--- src/rtl/spi_host_master.sv ---
`timescale 1ns/1ps
`default_nettype none
// ============================================================================
//  Module   : spi_host_master
//  Purpose  : Single-clock SPI master. Turns one accepted parallel command
//             (2-bit opcode + DATA_W payload) into one SS_n-framed serial
//             transaction on MOSI at one bit per clk. For op 11 (read data)
//             the reply byte is shifted in from MISO and returned on rsp_data.
//  Ports    : clk, rst_n (sync, active-low)
//             cmd_valid/cmd_ready/cmd_op/cmd_data : command handshake
//             txn_done, rsp_valid, rsp_data       : completion / read reply
//             SS_n, MOSI (registered), MISO       : serial link
//  Revision : 1.0  initial release
// ============================================================================
module spi_host_master #(
    parameter int DATA_W      = 8,
    parameter int TURN_CYCLES = 2
) (
    input  logic              clk,
    input  logic              rst_n,
    input  logic              cmd_valid,
    output logic              cmd_ready,
    input  logic [1:0]        cmd_op,
    input  logic [DATA_W-1:0] cmd_data,
    output logic              txn_done,
    output logic              rsp_valid,
    output logic [DATA_W-1:0] rsp_data,
    output logic              SS_n,
    output logic              MOSI,
    input  logic              MISO
);

    // Serial frame: selector bit (op[1]), opcode (op[1], op[0]), payload.
    localparam int                c_FRAME_W  = DATA_W + 3;
    localparam int                c_CNT_W    = $clog2(c_FRAME_W + 16);
    localparam logic [c_CNT_W-1:0] c_LAST_TX = c_CNT_W'(c_FRAME_W - 1);
    localparam logic [c_CNT_W-1:0] c_LAST_TA = c_CNT_W'(TURN_CYCLES - 1);
    localparam logic [c_CNT_W-1:0] c_LAST_RX = c_CNT_W'(DATA_W - 1);

    typedef enum logic [2:0] {
        S_IDLE  = 3'd0,
        S_START = 3'd1,
        S_SHIFT = 3'd2,
        S_TURN  = 3'd3,
        S_RECV  = 3'd4,
        S_GAP   = 3'd5
    } state_t;

    state_t                 r_state;
    logic [c_CNT_W-1:0]     r_cnt;
    logic [c_FRAME_W-1:0]   r_tx;
    logic [DATA_W-1:0]      r_rx;
    logic                   r_is_rd;
    logic                   r_ready;
    logic                   r_ss_n;
    logic                   r_mosi;
    logic                   r_done;
    logic                   r_rsp_valid;
    logic [DATA_W-1:0]      r_rsp_data;

    always_ff @(posedge clk) begin
        if (!rst_n) begin
            r_state     <= S_IDLE;
            r_cnt       <= '0;
            r_tx        <= '0;
            r_rx        <= '0;
            r_is_rd     <= 1'b0;
            r_ready     <= 1'b1;
            r_ss_n      <= 1'b1;
            r_mosi      <= 1'b0;
            r_done      <= 1'b0;
            r_rsp_valid <= 1'b0;
            r_rsp_data  <= '0;
        end else begin
            r_done      <= 1'b0;
            r_rsp_valid <= 1'b0;
            case (r_state)
                S_IDLE: begin
                    if (cmd_valid && r_ready) begin
                        r_tx    <= {cmd_op[1], cmd_op[1], cmd_op[0], cmd_data};
                        r_is_rd <= (cmd_op == 2'b11);
                        r_ready <= 1'b0;
                        r_ss_n  <= 1'b0;
                        r_mosi  <= 1'b0;
                        r_state <= S_START;
                    end
                end
                S_START: begin
                    // First frame bit goes out on the edge leaving START.
                    r_mosi  <= r_tx[c_FRAME_W-1];
                    r_tx    <= {r_tx[c_FRAME_W-2:0], 1'b0};
                    r_cnt   <= '0;
                    r_state <= S_SHIFT;
                end
                S_SHIFT: begin
                    // r_cnt indexes the bit currently on MOSI.
                    if (r_cnt == c_LAST_TX) begin
                        r_mosi <= 1'b0;
                        r_cnt  <= '0;
                        if (r_is_rd) begin
                            r_state <= S_TURN;
                        end else begin
                            r_ss_n  <= 1'b1;
                            r_done  <= 1'b1;
                            r_state <= S_GAP;
                        end
                    end else begin
                        r_mosi <= r_tx[c_FRAME_W-1];
                        r_tx   <= {r_tx[c_FRAME_W-2:0], 1'b0};
                        r_cnt  <= r_cnt + 1'b1;
                    end
                end
                S_TURN: begin
                    // The edge closing the last turnaround cycle is also the
                    // first MISO sample edge.
                    if (r_cnt == c_LAST_TA) begin
                        r_rx    <= {r_rx[DATA_W-2:0], MISO};
                        r_cnt   <= '0;
                        r_state <= S_RECV;
                    end else begin
                        r_cnt <= r_cnt + 1'b1;
                    end
                end
                S_RECV: begin
                    // One sample was taken on entry, so DATA_W-1 remain; the
                    // final RECV edge only publishes the assembled byte.
                    if (r_cnt == c_LAST_RX) begin
                        r_rsp_data  <= r_rx;
                        r_rsp_valid <= 1'b1;
                        r_done      <= 1'b1;
                        r_ss_n      <= 1'b1;
                        r_state     <= S_GAP;
                    end else begin
                        r_rx  <= {r_rx[DATA_W-2:0], MISO};
                        r_cnt <= r_cnt + 1'b1;
                    end
                end
                S_GAP: begin
                    r_ready <= 1'b1;
                    r_state <= S_IDLE;
                end
                default: begin
                    r_ready <= 1'b1;
                    r_ss_n  <= 1'b1;
                    r_mosi  <= 1'b0;
                    r_state <= S_IDLE;
                end
            endcase
        end
    end

    assign cmd_ready = r_ready;
    assign txn_done  = r_done;
    assign rsp_valid = r_rsp_valid;
    assign rsp_data  = r_rsp_data;
    assign SS_n      = r_ss_n;
    assign MOSI      = r_mosi;

endmodule
`default_nettype wire

--- config.mk ---
export PLATFORM = sky130hd
export DESIGN_NAME = spi_host_master
export DESIGN_NICKNAME = d
export VERILOG_FILES = /design/src/rtl/spi_host_master.sv
export SDC_FILE = /design/constraint.sdc
export NUM_CORES = 1
export LEC_CHECK = 0
export ABC_AREA = 1
export CELL_PAD_IN_SITES_DETAIL_PLACEMENT = 1
export CELL_PAD_IN_SITES_GLOBAL_PLACEMENT = 2
export CORE_MARGIN = 2
export CORE_UTILIZATION = 30
export DETAILED_ROUTE_END_ITERATION = 16
export PLACE_DENSITY_LB_ADDON = 0.1
export SLEW_MARGIN = 20
export SYNTH_ARGS = -nofsm -noshare
export SYNTH_HDL_FRONTEND = slang
export SYNTH_SLANG_ARGS = --single-unit
--- constraint.sdc ---
create_clock -name clk -period 1.93 [get_ports clk]
set_input_delay 0.386 -clock clk [delete_from_list [all_inputs] [get_ports clk]]
set_output_delay 0.386 -clock clk [all_outputs]
set_load 0.02 [all_outputs]
* Word level (Yosys, flattened, before mapping)
Index checks and enable logic that the tools add are counted.
** Word-level totals
- Register bits after elaboration :: 41
- Memory bits (read-only) :: 0
- Memories kept :: 0
- Input port bits :: 14
- Bits in writable memories :: 0
- Output and inout port bits :: 13
- Logic and storage cells :: 77
- Bits in latches :: 0
** Cells by class
- Equality and inequality tests :: 16
- Add/sub/neg operators :: 1
- Shift-type cells :: 0
- Reduce and logical (&&, ||, !) cells :: 18
- Order comparisons :: 0
- $mul :: 0
- Bitwise gates (word level) :: 3
- Multiplexer cells :: 28
- Divide/modulo/power cells :: 0
** Operators by type and width (count)
- $pmux 11 s3 :: 1
- $mux 11 :: 2
- $pmux 5 s4 :: 1
- $mux 8 :: 2
- $pmux 8 s2 :: 1
- $mux 3 :: 5
- $mux 5 :: 3
- $pmux 3 s5 :: 1
- $ne 2x2->1 const B :: 7
- $reduce_and 2->1 :: 6
- $mux 1 :: 8
- $pmux 1 s4 :: 2
- $eq 3x2->1 const B :: 2
- $eq 3x3->1 const B :: 2
- $reduce_and 3->1 :: 2
- $reduce_or 3->1 :: 2
- $add 5x1->5 const B :: 1
- $eq 5x1->1 const B :: 1
- $eq 5x3->1 const B :: 1
- $eq 5x4->1 const B :: 1
- $reduce_and 5->1 :: 1
- $pmux 1 s2 :: 2
- $reduce_and 4->1 :: 1
- $reduce_bool 4->1 :: 1
- other kinds (8) :: 10

* Logic depth before layout (Yosys ltp)
- Depth in word-level cells :: 4
- Mapped depth :: 11
- Gate-level depth less buffers :: 11

* Least setup slack after synthesis
No wires, ideal clock.
- Path type :: reg-to-reg
- From :: register r_cnt[0]
- To :: register r_tx[1]
- Cell stages (with the launch flop) :: 10
- Library setup time :: 0.113 ns
- Arrival time :: 1.244 ns
- Path buffers :: 1
- Setup slack :: 0.573 ns
- Required time :: 1.817 ns
- Path through :: dfxtp_1 inv_1 ha_1 nand3_1 nand2_2 nand2_2 nand2_2 buf_2 nor2_1 nor2_1
** Between the ends
- Longest elaborated chain between the ends :: 3
** RTL lines
- from (decl) :: RTL line 50 : logic [c_CNT_W-1:0] r_cnt;
- from (signal assigned) :: RTL line 110 : r_cnt <= r_cnt + 1'b1;
- from (signal assigned) :: RTL line 121 : r_cnt <= r_cnt + 1'b1;
- from (signal assigned) :: RTL line 135 : r_cnt <= r_cnt + 1'b1;
- $eq 5x4->1 :: RTL line 97 : if (r_cnt == c_LAST_TX) begin
- $ne 2x2->1 (no source line)
- $reduce_and 3->1 (no source line)
- to (signal assigned) :: RTL line 80 : r_tx <= {cmd_op[1], cmd_op[1], cmd_op[0], cmd_data};
- to (signal assigned) :: RTL line 91 : r_tx <= {r_tx[c_FRAME_W-2:0], 1'b0};
- to (signal assigned) :: RTL line 109 : r_tx <= {r_tx[c_FRAME_W-2:0], 1'b0};
- to (decl) :: RTL line 51 : logic [c_FRAME_W-1:0] r_tx;
Every way passes these cells.
A chain may end at the register's enable or synchronous reset.

* Final worst setup path
- From :: register r_ready (netlist: cmd_ready)
- To :: output port cmd_ready
** RTL lines
- from (decl) :: RTL line 54 : logic r_ready;
- from (signal assigned) :: RTL line 68 : r_ready <= 1'b1;
- from (signal assigned) :: RTL line 82 : r_ready <= 1'b0;
- from (signal assigned) :: RTL line 139 : r_ready <= 1'b1;
- to (decl) :: RTL line 22 : output logic cmd_ready,
No word-level cell between the ends.

==> run summary <==
status: completed
post-layout util: 37.4%
most crowded layer after global routing: met2
GR Util All Layers: 15.8%
clock-pin slew on the worst setup and hold paths: 0.09 ns
Pre-antenna DRT Iters: 4
I/O pins: 27
register area: 821 um2
fill count: 869
slowest stage delay, CP: 0.62 ns
synthesized area per cell: 6.66 um2
HPWL Detailed: 3.85 mm
CP max-delay cell: clkdlybuf4s50_1
row cnt: 30
Multi-input gate area: 982 um2
layout cell share with drive strength beyond 1: 10.7%
unrepaired setup endpoints after global routing: false
die area: 0.00746 mm2
crit start category: register
global-route wire length before repair: 9.28 mm
FMAX: 597 MHz
Synth cell types: 27
Pleak: 1.15 nW
clk_lat worst skew: 0.30 ns
largest net degree at the start of global routing: 28
WP data arrival: 1.29 ns
GRT overflow: 0
worst-path cell chain: clkdlybuf4s50_1
cells after synthesis: 306
initial antenna violation count: 0
Synth Warn #: 0
CP top delay family: buffers and inverters
Slew Limit Fails: 0
Routed WL: 5.33 mm
register bit total from synthesis: 41
chip height: 86.4 um
CP Class: register to output port
P&R area growth vs syn: 22.6%
deepest clock path buffer count: 2
Die W: 86.4 um
vias per inst: 4.62
Setup Buffers After CTS: 0
Synth Net Count: 323
final antenna-violating net count: 0
CTS tree: yes
met2 GRT Util: 24.3%
final net count: 353
Worst slew margin: 74.6%
setup TNS: 0 ns
CTS sink count: 41
final period utilization: 86.7%
PD cells: 1520 mW/mm2
WP buf/inv: 1
Req. time, crit path: 1.54 ns
Mapped Area: 0.00204 mm2
worst hold path class: register to register
# setup viols final: 0
Worst-Margin Slew: 0.379 ns
CTS root buf: clkbuf_8
peak supply drop: 0.446 mV
CP Capture Type: output port
M3 GR Usage: 4.29%
TritonCTS Buffers: 5
MaxCap Viol Count: 0
CTS Hold Bufs: 0
routed wire length per instance: 12.8 um
GPL Wtd Cong: 0.741
core area: 0.00668 mm2
DRC: 0
ant diodes: 0
Fin Hold WS: 0.461 ns
DR iter-0 viols: 62
H-tree Lvls: 2
final hold vios: 0
clock skew: 0.0122 ns
crit-path max FO: 4
vias in the first global route: 1966
port buffer count: 26
vias post-DR: 1925
Resized cells post-CTS: 0
Initial Util: 30.5%
sequential fraction of the synthesis area: 40.3%
crit path time final: 1.67 ns
GRT met1 Usage: 22.0%
cell families (layout without fill, tap and decap cells):
logic type	count (synthesis)	count (layout)	share of synthesized area, %
and+or+nand+nor	172	172	36.1
AOI/OAI and AO/OA	39	39	9.83
adders and majority gates	3	3	1.84
buffers and inverters	50	81	11.5
xor gates and xnor gates	1	1	0.430
DFF	41	41	40.3
cell usage after synthesis:
cell type	instances	share of area, %
nand2_1	79	15
nor2_1	58	11
dfxtp_1	41	40
inv_1	33	6.1
o21ai_0	18	4.4
a21oi_1	15	3.7
nand3_1	15	3.7
nand2_2	9	2.8
buf_6	4	2.2
inv_2	4	0.74
nand4_1	4	1.2
o21ai_1	4	0.98
ha_1	3	1.8
nand3_2	3	1.5
buf_4	2	0.74
clkbuf_1	2	0.37
nor2_2	2	0.61
a211oi_1	1	0.37
buf_1	1	0.18
buf_2	1	0.25
clkinv_1	1	0.18
clkinv_4	1	0.43
inv_4	1	0.31
nand2_4	1	0.55
nor2_4	1	0.55
o211ai_1	1	0.37
xor2_1	1	0.43
state kept, by name, indices dropped and copies added, names as in the netlist:
| register | count |
|---|---|
| r_tx | 11 |
| r_rx | 8 |
| rsp_data | 8 |
| r_cnt | 5 |
| r_state | 3 |
| MOSI | 1 |
| SS_n | 1 |
| cmd_ready | 1 |
| r_is_rd | 1 |
| rsp_valid | 1 |
| txn_done | 1 |
final cells by class:
cell class,instances,share of cell area [%]
Sequential cell,41,32.9
Clock inverter,2,1.55
Tap cell,80,4.01
Multi-Input combinational cell,215,39.3
Timing Repair Buffer,33,13.0
Clock buffer,6,2.91
Inverter,40,6.31
where the power goes:
group / internal [mW] / leakage (nW) / switching [mW] / total, mW
registers: 1.08 / 0.335 / 0.146 / 1.22
logic: 0.629 / 0.763 / 1.23 / 1.86
clock network: 0.389 / 0.0554 / 0.323 / 0.712
total: 2.10 / 1.15 / 1.70 / 3.80
per-stage QoR:
| step | setup slack [ns] | std cells | total power, mW | area [um2] |
|---|---|---|---|---|
| floorplan | 0.573 | 306 | 2.71 | 2040 |
| global placement | 0.195 | 409 | 3.11 | 2390 |
| detailed placement | 0.149 | 409 | 3.14 | 2390 |
| CTS | 0.238 | 417 | 3.87 | 2500 |
| global route | 0.0724 | 417 | 4.23 | 2500 |
| finish | 0.256 | 417 | 3.80 | 2500 |
tightest hold or removal path: stages (launching register included):
cell and delay, ns:
dfxtp_1 0.31, inv_1 0.06, a21oi_1 0.06
layer usage:
metal | wire [um] | up-vias | part of all wire [%]
li1 | - | 1003 | -
met1 | 2780 | 889 | 52
met2 | 2330 | 28 | 44
met3 | 165 | 5 | 3.1
met4 | 53 | 0 | 1.0
met5 | 0 | - | 0
layout by cell type, fill, tap and decap left out, types with 2 or more instances in the layout:
| master | n |
|---|---|
| nor2_2 | 2 |
| inv_1 | 33 |
| clkinv_4 | 2 |
| nand3_2 | 3 |
| o21ai_1 | 4 |
| nand2_2 | 9 |
| buf_4 | 6 |
| dfxtp_1 | 41 |
| clkdlybuf4s50_1 | 26 |
| clkbuf_8 | 5 |
| nor2_1 | 58 |
| nand4_1 | 4 |
| ha_1 | 3 |
| a21oi_1 | 15 |
| inv_2 | 4 |
| nand3_1 | 15 |
| o21ai_0 | 18 |
| nand2_1 | 79 |
path summary, 6_finish.rpt:
kind / start / endpoint / slack [ns] / depth (start not counted)
setup / recovery: cmd_ready$_SDFFE_PN1P_ / cmd_ready / 0.26 / 1
hold / removal: r_rx[7]$_SDFFE_PN0P_ / rsp_data[7]$_SDFFE_PN0P_ / 0.46 / 2
setup reg to reg: r_cnt[0]$_SDFFE_PN0P_ / r_tx[8]$_SDFFE_PN0P_ / 0.29 / 9
hold reg to reg: r_rx[7]$_SDFFE_PN0P_ / rsp_data[7]$_SDFFE_PN0P_ / 0.46 / 2
(Power assumes the default switching activity.)
